`config.mk`:
```
export PLATFORM = sky130hd
export DESIGN_NAME = sha256_block_engine_flat
export DESIGN_NICKNAME = d
export VERILOG_FILES = /design/src/rtl/sha256_block_engine_if.sv /design/src/rtl/sha256_block_engine.sv /design/src/flat_wrapper.sv
export SDC_FILE = /design/constraint.sdc
export NUM_CORES = 2
export LEC_CHECK = 0
export ABC_CLOCK_PERIOD_IN_PS = 12300
export CORE_ASPECT_RATIO = 0.8
export CORE_MARGIN = 8
export CORE_UTILIZATION = 55
export CTS_BUF_LIST = sky130_fd_sc_hd__clkbuf_8
export DETAILED_ROUTE_END_ITERATION = 16
export PLACE_DENSITY_LB_ADDON = 0.25
export SYNTH_ARGS = -nofsm -noshare
export SYNTH_HDL_FRONTEND = slang
export SYNTH_SLANG_ARGS = --single-unit
```
`constraint.sdc`:
```
create_clock -name clk -period 12.3 [get_ports clk]
set_input_delay 3.075 -clock clk [delete_from_list [all_inputs] [get_ports clk]]
set_output_delay 3.075 -clock clk [all_outputs]
set_load 0.01 [all_outputs]
```
`src/rtl/sha256_block_engine_if.sv`:
```
// Word-stream input and digest output bundle for the SHA-256 block engine.
//
// Handshake: a transfer happens on a rising clk edge where valid && ready are
// both high. The producer holds data stable while valid is high and ready is
// low. The consumer may raise or drop ready at any time. The producer's valid
// does not depend combinationally on ready.
interface sha256_block_engine_if;
  logic [31:0]  data_in;
  logic         data_in_first;
  logic         data_in_valid;
  logic         data_in_ready;
  logic [255:0] hash_out;
  logic         hash_out_valid;
  logic         hash_out_ready;

  // Host side: supplies message words and accepts digests.
  modport master (
    output data_in, data_in_first, data_in_valid, hash_out_ready,
    input  data_in_ready, hash_out, hash_out_valid
  );

  // Engine side.
  modport slave (
    input  data_in, data_in_first, data_in_valid, hash_out_ready,
    output data_in_ready, hash_out, hash_out_valid
  );
endinterface

```
`src/rtl/sha256_block_engine.sv`:
```
// SHA-256 block engine: loads 16 message words, runs the compression rounds
// one per clock with a 16-word circular message schedule, adds the result into
// the chaining state and presents the 256-bit intermediate digest.
module sha256_block_engine #(
  parameter int DATA_WIDTH = 32,
  parameter int NUM_ROUNDS = 64
) (
  input  logic                 clk,
  input  logic                 nrst,
  sha256_block_engine_if.slave bus,
  output logic                 busy,
  output logic [1:0]           dbg_state_o
);

  typedef logic [DATA_WIDTH-1:0] word_t;

  localparam logic [1:0] ST_LOAD   = 2'd0;
  localparam logic [1:0] ST_ROUND  = 2'd1;
  localparam logic [1:0] ST_UPDATE = 2'd2;
  localparam logic [1:0] ST_OUTPUT = 2'd3;

  localparam logic [6:0] LAST_ROUND = 7'(NUM_ROUNDS - 1);

  localparam word_t IV [8] = '{
    32'h6a09e667, 32'hbb67ae85, 32'h3c6ef372, 32'ha54ff53a,
    32'h510e527f, 32'h9b05688c, 32'h1f83d9ab, 32'h5be0cd19
  };

  localparam word_t K [64] = '{
    32'h428a2f98, 32'h71374491, 32'hb5c0fbcf, 32'he9b5dba5,
    32'h3956c25b, 32'h59f111f1, 32'h923f82a4, 32'hab1c5ed5,
    32'hd807aa98, 32'h12835b01, 32'h243185be, 32'h550c7dc3,
    32'h72be5d74, 32'h80deb1fe, 32'h9bdc06a7, 32'hc19bf174,
    32'he49b69c1, 32'hefbe4786, 32'h0fc19dc6, 32'h240ca1cc,
    32'h2de92c6f, 32'h4a7484aa, 32'h5cb0a9dc, 32'h76f988da,
    32'h983e5152, 32'ha831c66d, 32'hb00327c8, 32'hbf597fc7,
    32'hc6e00bf3, 32'hd5a79147, 32'h06ca6351, 32'h14292967,
    32'h27b70a85, 32'h2e1b2138, 32'h4d2c6dfc, 32'h53380d13,
    32'h650a7354, 32'h766a0abb, 32'h81c2c92e, 32'h92722c85,
    32'ha2bfe8a1, 32'ha81a664b, 32'hc24b8b70, 32'hc76c51a3,
    32'hd192e819, 32'hd6990624, 32'hf40e3585, 32'h106aa070,
    32'h19a4c116, 32'h1e376c08, 32'h2748774c, 32'h34b0bcb5,
    32'h391c0cb3, 32'h4ed8aa4a, 32'h5b9cca4f, 32'h682e6ff3,
    32'h748f82ee, 32'h78a5636f, 32'h84c87814, 32'h8cc70208,
    32'h90befffa, 32'ha4506ceb, 32'hbef9a3f7, 32'hc67178f2
  };

  // ---------------------------------------------------------------- functions
  function automatic word_t rotr(input word_t x, input int unsigned n);
    rotr = (x >> n) | (x << (DATA_WIDTH - n));
  endfunction

  function automatic word_t ssig0(input word_t x);
    ssig0 = rotr(x, 7) ^ rotr(x, 18) ^ (x >> 3);
  endfunction

  function automatic word_t ssig1(input word_t x);
    ssig1 = rotr(x, 17) ^ rotr(x, 19) ^ (x >> 10);
  endfunction

  function automatic word_t bsig0(input word_t x);
    bsig0 = rotr(x, 2) ^ rotr(x, 13) ^ rotr(x, 22);
  endfunction

  function automatic word_t bsig1(input word_t x);
    bsig1 = rotr(x, 6) ^ rotr(x, 11) ^ rotr(x, 25);
  endfunction

  function automatic word_t ch(input word_t x, input word_t y, input word_t z);
    ch = (x & y) ^ (~x & z);
  endfunction

  function automatic word_t maj(input word_t x, input word_t y, input word_t z);
    maj = (x & y) ^ (x & z) ^ (y & z);
  endfunction

  // ---------------------------------------------------------------- state
  logic [1:0]   state_q, state_d;
  logic [3:0]   cnt_q, cnt_d;        // words accepted in current block
  logic [6:0]   rnd_q, rnd_d;        // round index t
  word_t        w_q  [16];           // circular message schedule
  word_t        w_d  [16];
  word_t        wv_q [8];            // working variables a..h
  word_t        wv_d [8];
  word_t        hs_q [8];            // chaining state H0..H7
  word_t        hs_d [8];
  logic [255:0] hash_q, hash_d;
  logic         hvalid_q, hvalid_d;
  logic         ready_q, ready_d;

  logic         in_fire;
  logic [3:0]   t_idx;
  word_t        w_sched;
  word_t        w_t;
  word_t        t1;
  word_t        t2;

  assign in_fire = bus.data_in_valid && ready_q;
  assign t_idx   = rnd_q[3:0];

  // Schedule word for t >= 16; (t-16) mod 16 and t mod 16 share a slot, so
  // the oldest word is read from the slot about to be overwritten.
  assign w_sched = ssig1(w_q[t_idx - 4'd2]) + w_q[t_idx - 4'd7]
                 + ssig0(w_q[t_idx - 4'd15]) + w_q[t_idx];
  assign w_t     = (rnd_q < 7'd16) ? w_q[t_idx] : w_sched;

  assign t1 = wv_q[7] + bsig1(wv_q[4]) + ch(wv_q[4], wv_q[5], wv_q[6])
            + K[rnd_q[5:0]] + w_t;
  assign t2 = bsig0(wv_q[0]) + maj(wv_q[0], wv_q[1], wv_q[2]);

  // Next-state logic for the LOAD -> ROUND -> UPDATE -> OUTPUT sequence.
  always_comb begin
    state_d  = state_q;
    cnt_d    = cnt_q;
    rnd_d    = rnd_q;
    w_d      = w_q;
    wv_d     = wv_q;
    hs_d     = hs_q;
    hash_d   = hash_q;
    hvalid_d = hvalid_q;
    case (state_q)
      ST_LOAD: begin
        if (in_fire) begin
          w_d[cnt_q] = bus.data_in;
          cnt_d      = cnt_q + 4'd1;
          if (cnt_q == 4'd0) begin
            // First block of a message restarts from the IV; otherwise chain.
            if (bus.data_in_first) begin
              wv_d = IV;
              hs_d = IV;
            end else begin
              wv_d = hs_q;
            end
          end
          if (cnt_q == 4'd15) begin
            state_d = ST_ROUND;
            rnd_d   = '0;
          end
        end
      end
      ST_ROUND: begin
        w_d[t_idx] = w_t;
        wv_d[7]    = wv_q[6];
        wv_d[6]    = wv_q[5];
        wv_d[5]    = wv_q[4];
        wv_d[4]    = wv_q[3] + t1;
        wv_d[3]    = wv_q[2];
        wv_d[2]    = wv_q[1];
        wv_d[1]    = wv_q[0];
        wv_d[0]    = t1 + t2;
        rnd_d      = rnd_q + 7'd1;
        if (rnd_q == LAST_ROUND) begin
          state_d = ST_UPDATE;
        end
      end
      ST_UPDATE: begin
        for (int i = 0; i < 8; i++) begin
          hs_d[i] = hs_q[i] + wv_q[i];
        end
        for (int i = 0; i < 8; i++) begin
          hash_d[(7 - i) * 32 +: 32] = hs_d[i];
        end
        hvalid_d = 1'b1;
        state_d  = ST_OUTPUT;
      end
      ST_OUTPUT: begin
        // Digest register keeps its value after the handoff.
        if (bus.hash_out_ready) begin
          hvalid_d = 1'b0;
          cnt_d    = '0;
          state_d  = ST_LOAD;
        end
      end
      default: begin
        state_d = ST_LOAD;
      end
    endcase
    // Registered so ready stays low throughout reset and rises on the first edge.
    ready_d = (state_d == ST_LOAD);
  end

  // State registers; reset discards any partial block and restores the IV.
  always_ff @(posedge clk or negedge nrst) begin
    if (!nrst) begin
      state_q  <= ST_LOAD;
      cnt_q    <= '0;
      rnd_q    <= '0;
      w_q      <= '{default: '0};
      wv_q     <= '{default: '0};
      hs_q     <= IV;
      hash_q   <= '0;
      hvalid_q <= 1'b0;
      ready_q  <= 1'b0;
    end else begin
      state_q  <= state_d;
      cnt_q    <= cnt_d;
      rnd_q    <= rnd_d;
      w_q      <= w_d;
      wv_q     <= wv_d;
      hs_q     <= hs_d;
      hash_q   <= hash_d;
      hvalid_q <= hvalid_d;
      ready_q  <= ready_d;
    end
  end

  assign bus.data_in_ready  = ready_q;
  assign bus.hash_out       = hash_q;
  assign bus.hash_out_valid = hvalid_q;
  assign busy               = !((state_q == ST_LOAD) && (cnt_q == 4'd0));
  assign dbg_state_o        = state_q;

endmodule
```
`src/flat_wrapper.sv`:
```
// flat-port wrapper written by rule: the top's interface ports become plain ports
module sha256_block_engine_flat 
#(
  parameter int DATA_WIDTH = 32,
  parameter int NUM_ROUNDS = 64
)
  (clk, nrst, busy, dbg_state_o, bus_data_in, bus_data_in_first, bus_data_in_valid, bus_hash_out_ready, bus_data_in_ready, bus_hash_out, bus_hash_out_valid);
  sha256_block_engine_if bus_i ();
  input  logic clk;
  input  logic nrst;
  output logic busy;
  output logic [1:0] dbg_state_o;
  input wire logic [$bits(bus_i.data_in)-1:0] bus_data_in;
  input wire logic [$bits(bus_i.data_in_first)-1:0] bus_data_in_first;
  input wire logic [$bits(bus_i.data_in_valid)-1:0] bus_data_in_valid;
  input wire logic [$bits(bus_i.hash_out_ready)-1:0] bus_hash_out_ready;
  output wire logic [$bits(bus_i.data_in_ready)-1:0] bus_data_in_ready;
  output wire logic [$bits(bus_i.hash_out)-1:0] bus_hash_out;
  output wire logic [$bits(bus_i.hash_out_valid)-1:0] bus_hash_out_valid;
  assign bus_i.data_in = bus_data_in;
  assign bus_i.data_in_first = bus_data_in_first;
  assign bus_i.data_in_valid = bus_data_in_valid;
  assign bus_i.hash_out_ready = bus_hash_out_ready;
  assign bus_data_in_ready = bus_i.data_in_ready;
  assign bus_hash_out = bus_i.hash_out;
  assign bus_hash_out_valid = bus_i.hash_out_valid;
  sha256_block_engine #(.DATA_WIDTH(DATA_WIDTH), .NUM_ROUNDS(NUM_ROUNDS)) u_core (.clk(clk), .nrst(nrst), .bus(bus_i), .busy(busy), .dbg_state_o(dbg_state_o));
endmodule
```
==> impl_metrics.csv <==
group,metric,value,unit
final_layout,fillers,14483,
synthesis,synth_mux_area_share,12.6,%
cts,clock_latency,1.02,ns
synthesis,synthesis.nets,10755,
sta,max_freq,83.4,MHz
cts,path_clk_slew,0.06,ns
global_route,gr-usage-all-layers,42.3,%
synthesis,synth_compound_area_share,19.7,%
global_route,grt_antenna_before_repair,20,
routing,viasPerCell,6.93,
synthesis,ys_ff_latch,1295,
routing,wl,407000,um
sta,skew,0.0708,ns
floorplan,fp-row-count,136,
synthesis,synth_ff_type,"dfrtp_1",
sta,finalHoldViolations,0,
synthesis,synth.distinct_cells,95,
synthesis,synthSimpleGateAreaFrac,13.4,%
floorplan,pin_count,298,
synthesis,yosysSeqAreaShare,34.4,%
floorplan,die-area,186000,um^2
placement,place_hpwl,282000,um
synthesis,syn_area,94600,um^2
sta,tightest_slew,1.24,ns
floorplan,die_h,387,um
synthesis,synth_edf_count,0,
pwr,p_leak,45.6,nW
placement,postPlaceCellArea,101000,um^2
global_route,grt-ovfl-total,0,
routing,drcViolationCount,0,
worst_setup_path,reg2regPathDepth,46,
routing,wl_per_cell,31.8,um
worst_setup_path,crit_fanout,41,
synthesis,synthAdderAreaFrac,9.54,%
pwr,ir_drop,0.102,mV
cts,ctsHtreeMaxLevel,4,
cts,root_buffer,"clkbuf_8",
cts,cts_tree,"done",
synthesis,synth_xor_area_share,5.29,%
worst_setup_path,slowest_delay,0.83,ns
worst_setup_path,slowest_stage,"buf_4",
outcome,outcome,"completed",
worst_setup_path,endpoint_kind,"flip-flop",
placement,portBuffers,297,
synthesis,synthArstFlopShare,100,%
worst_hold_path,hold_depth,1,
final_layout,drive_gt1_share,14.3,%
routing,drtPass1Iterations,9,
routing,vias,88614,
routing,ant_nets,0,
worst_setup_path,cp.arrival,12.80,ns
sta,fin_crit_sh,97.5,%
floorplan,die_x,480,um
cts,cts_sinks,1295,
worst_hold_path,worstHoldPathType,"reg -> reg",
worst_setup_path,worstPathRequired,13.11,ns
synthesis,syn_inst,10128,
global_route,grt_pass1_wl,584000,um
sta,drv_slew,0,
placement,place.gp.congestion,1.04,
final_layout,synthToLayoutAreaGrowth,12.0,%
worst_setup_path,worstSetupPathType,"reg -> reg",
pwr,power_density,80.5,nW/um^2
worst_setup_path,cpMostUsedCell,"inv_1",
sta,grt_setup_unrepaired,"yes",
synthesis,synth_top_family_by_area,"compound AO/OA/AOI/OAI gates",
synthesis,avgSynthCellArea,9.34,um^2
routing,drtIter0Drc,13567,
flow_run,drv_cap,0,
sta,setup_viol,0,
sta,slew_headroom,15.0,%
final_layout,final_area,106000,um^2
worst_setup_path,r2r_setup_slack,0.31,ns
floorplan,core,171000,um^2
cts,holdBufCountCts,0,
global_route,grt_pass1_vias,84169,
sta,fin_crit,11.99,ns
cts,clockBufferDepth,3,
final_layout,nNetsFinal,10933,
worst_setup_path,startpoint_type,"flip-flop",
sta,setup_tns,0,ns
cts,cts_buffers,212,
synthesis,ys_warn_count,0,
global_route,grt_max_degree,176,
floorplan,start_util,55.2,%
[power by group]
group	total, mW	switching (mW)	internal (mW)
sequential	4.26	0	4.26
clock	4.14	1.99	2.15
combinational	0.136	0.117	0.0188
total	8.53	2.11	6.43
[final cells by class]
cell class                      instances  area [um^2]  share of cell area (%)
Clock buffer                          269         3700                    3.49
Clock inverter                        125          837                   0.790
Antenna cell                           23         57.6                  0.0543
Multi-Input combinational cell       7620        57700                    54.4
Inverter                              449         1690                    1.59
Timing Repair Buffer                  728         6580                    6.21
Tap cell                             2277         2850                    2.69
Sequential cell                      1295        32600                    30.8
[cell usage after synthesis, types with 121 or more instances]
cell type  instances  area [um^2]
o221ai_1         155         1360
xnor2_1          382         3350
clkbuf_1         604         2270
nor3b_1          121          908
a21oi_1          796         3980
o21ai_0          828         4140
nand2_1         1430         5370
mux4_2           471        10600
dfstp_2          136         3570
o31ai_1          121          908
dfrtp_1         1159        29000
inv_1            444         1670
fa_1             195         3900
nor2_1           705         2650
xor2_1           183         1600
ha_1             395         4940
a21o_1           248         1860
o21a_1           165         1240
nor3_1           210         1050
[registers in the layout (all words and copies together), names as in the netlist]
name and cells:
u_core.bus.hash_out 256, u_core.cnt_q 4, u_core.dbg_state_o 2, u_core.wv_q 256, u_core.w_q 512, u_core.bus.data_in_ready 1, u_core.bus.hash_out_valid 1, u_core.hs_q 256
u_core.rnd_q 7
[cells in the final DEF, fill, tap and decap left out, drive strengths merged, types with 165 or more instances in the layout]
master / count
mux4: 476
a21oi: 807
clkbuf: 272
o21a: 165
xnor2: 385
buf: 430
clkdlybuf4s50: 295
dfrtp: 1159
ha: 395
nand2: 1430
nor3: 210
a21o: 248
nor2: 706
fa: 195
xor2: 183
inv: 537
o21ai: 853
[path summary, 6_finish.rpt]
| check | from | endpoint |
|---|---|---|
| max reg2reg | u_core.rnd_q[2] | u_core.wv_q[254] |
| max in group asynchronous | nrst | u_core.bus.hash_out[25] |
| min reg2reg | u_core.bus.hash_out[171] | u_core.bus.hash_out[171] |
| min | u_core.bus.hash_out[171] | u_core.bus.hash_out[171] |
| max | u_core.rnd_q[2] | u_core.wv_q[254] |
| min in group asynchronous | nrst | u_core.bus.hash_out[89] |
[stage by stage]
step                      utilization, %  hold WS, ns  setup WS (ns)  total power [mW]  std cells
after floorplan                        -        0.458         0.0436              4.36      10128
after global placement              59.0        0.458          0.174              4.48      12344
after detailed placement            59.0        0.463         0.0814              4.48      12344
after CTS                           61.6        0.478         0.0311              8.55      12738
after global routing                61.8        0.496        -0.0248              8.75      12764
final                               61.8        0.474          0.312              8.53      12786
[logic make-up after synthesis]
group           Yosys count
mux                     594
flops                  1295
simple gates           2902
fa+ha+maj               608
xor+xnor                568
compound gates         2948
buf+inv                1213
[worst max-delay path, delay by kind of cell (launching register included)]
family / cells / cell delay, ns
compound gates: 18 / 4.42
mux: 1 / 0.17
simple gates: 6 / 1.22
xor+xnor: 3 / 0.55
buf+inv: 9 / 1.55
flops: 1 / 0.43
fa+ha+maj: 9 / 3.46
[layer usage]
| metal | track usage [%] | wire length, um |
|---|---|---|
| met1 | 57.4 | 158000 |
| met2 | 55.8 | 158000 |
| met3 | 21.2 | 67000 |
| met4 | 19.9 | 24100 |
| met5 | 0.748 | 441 |
[what timing repair did]
item                                    in CTS  in global routing
buffers inserted                             0                 22
endpoints found under the setup margin       0                 17
resized for setup                            0                 20
Note: power is estimated with default switching activity, not from simulation.
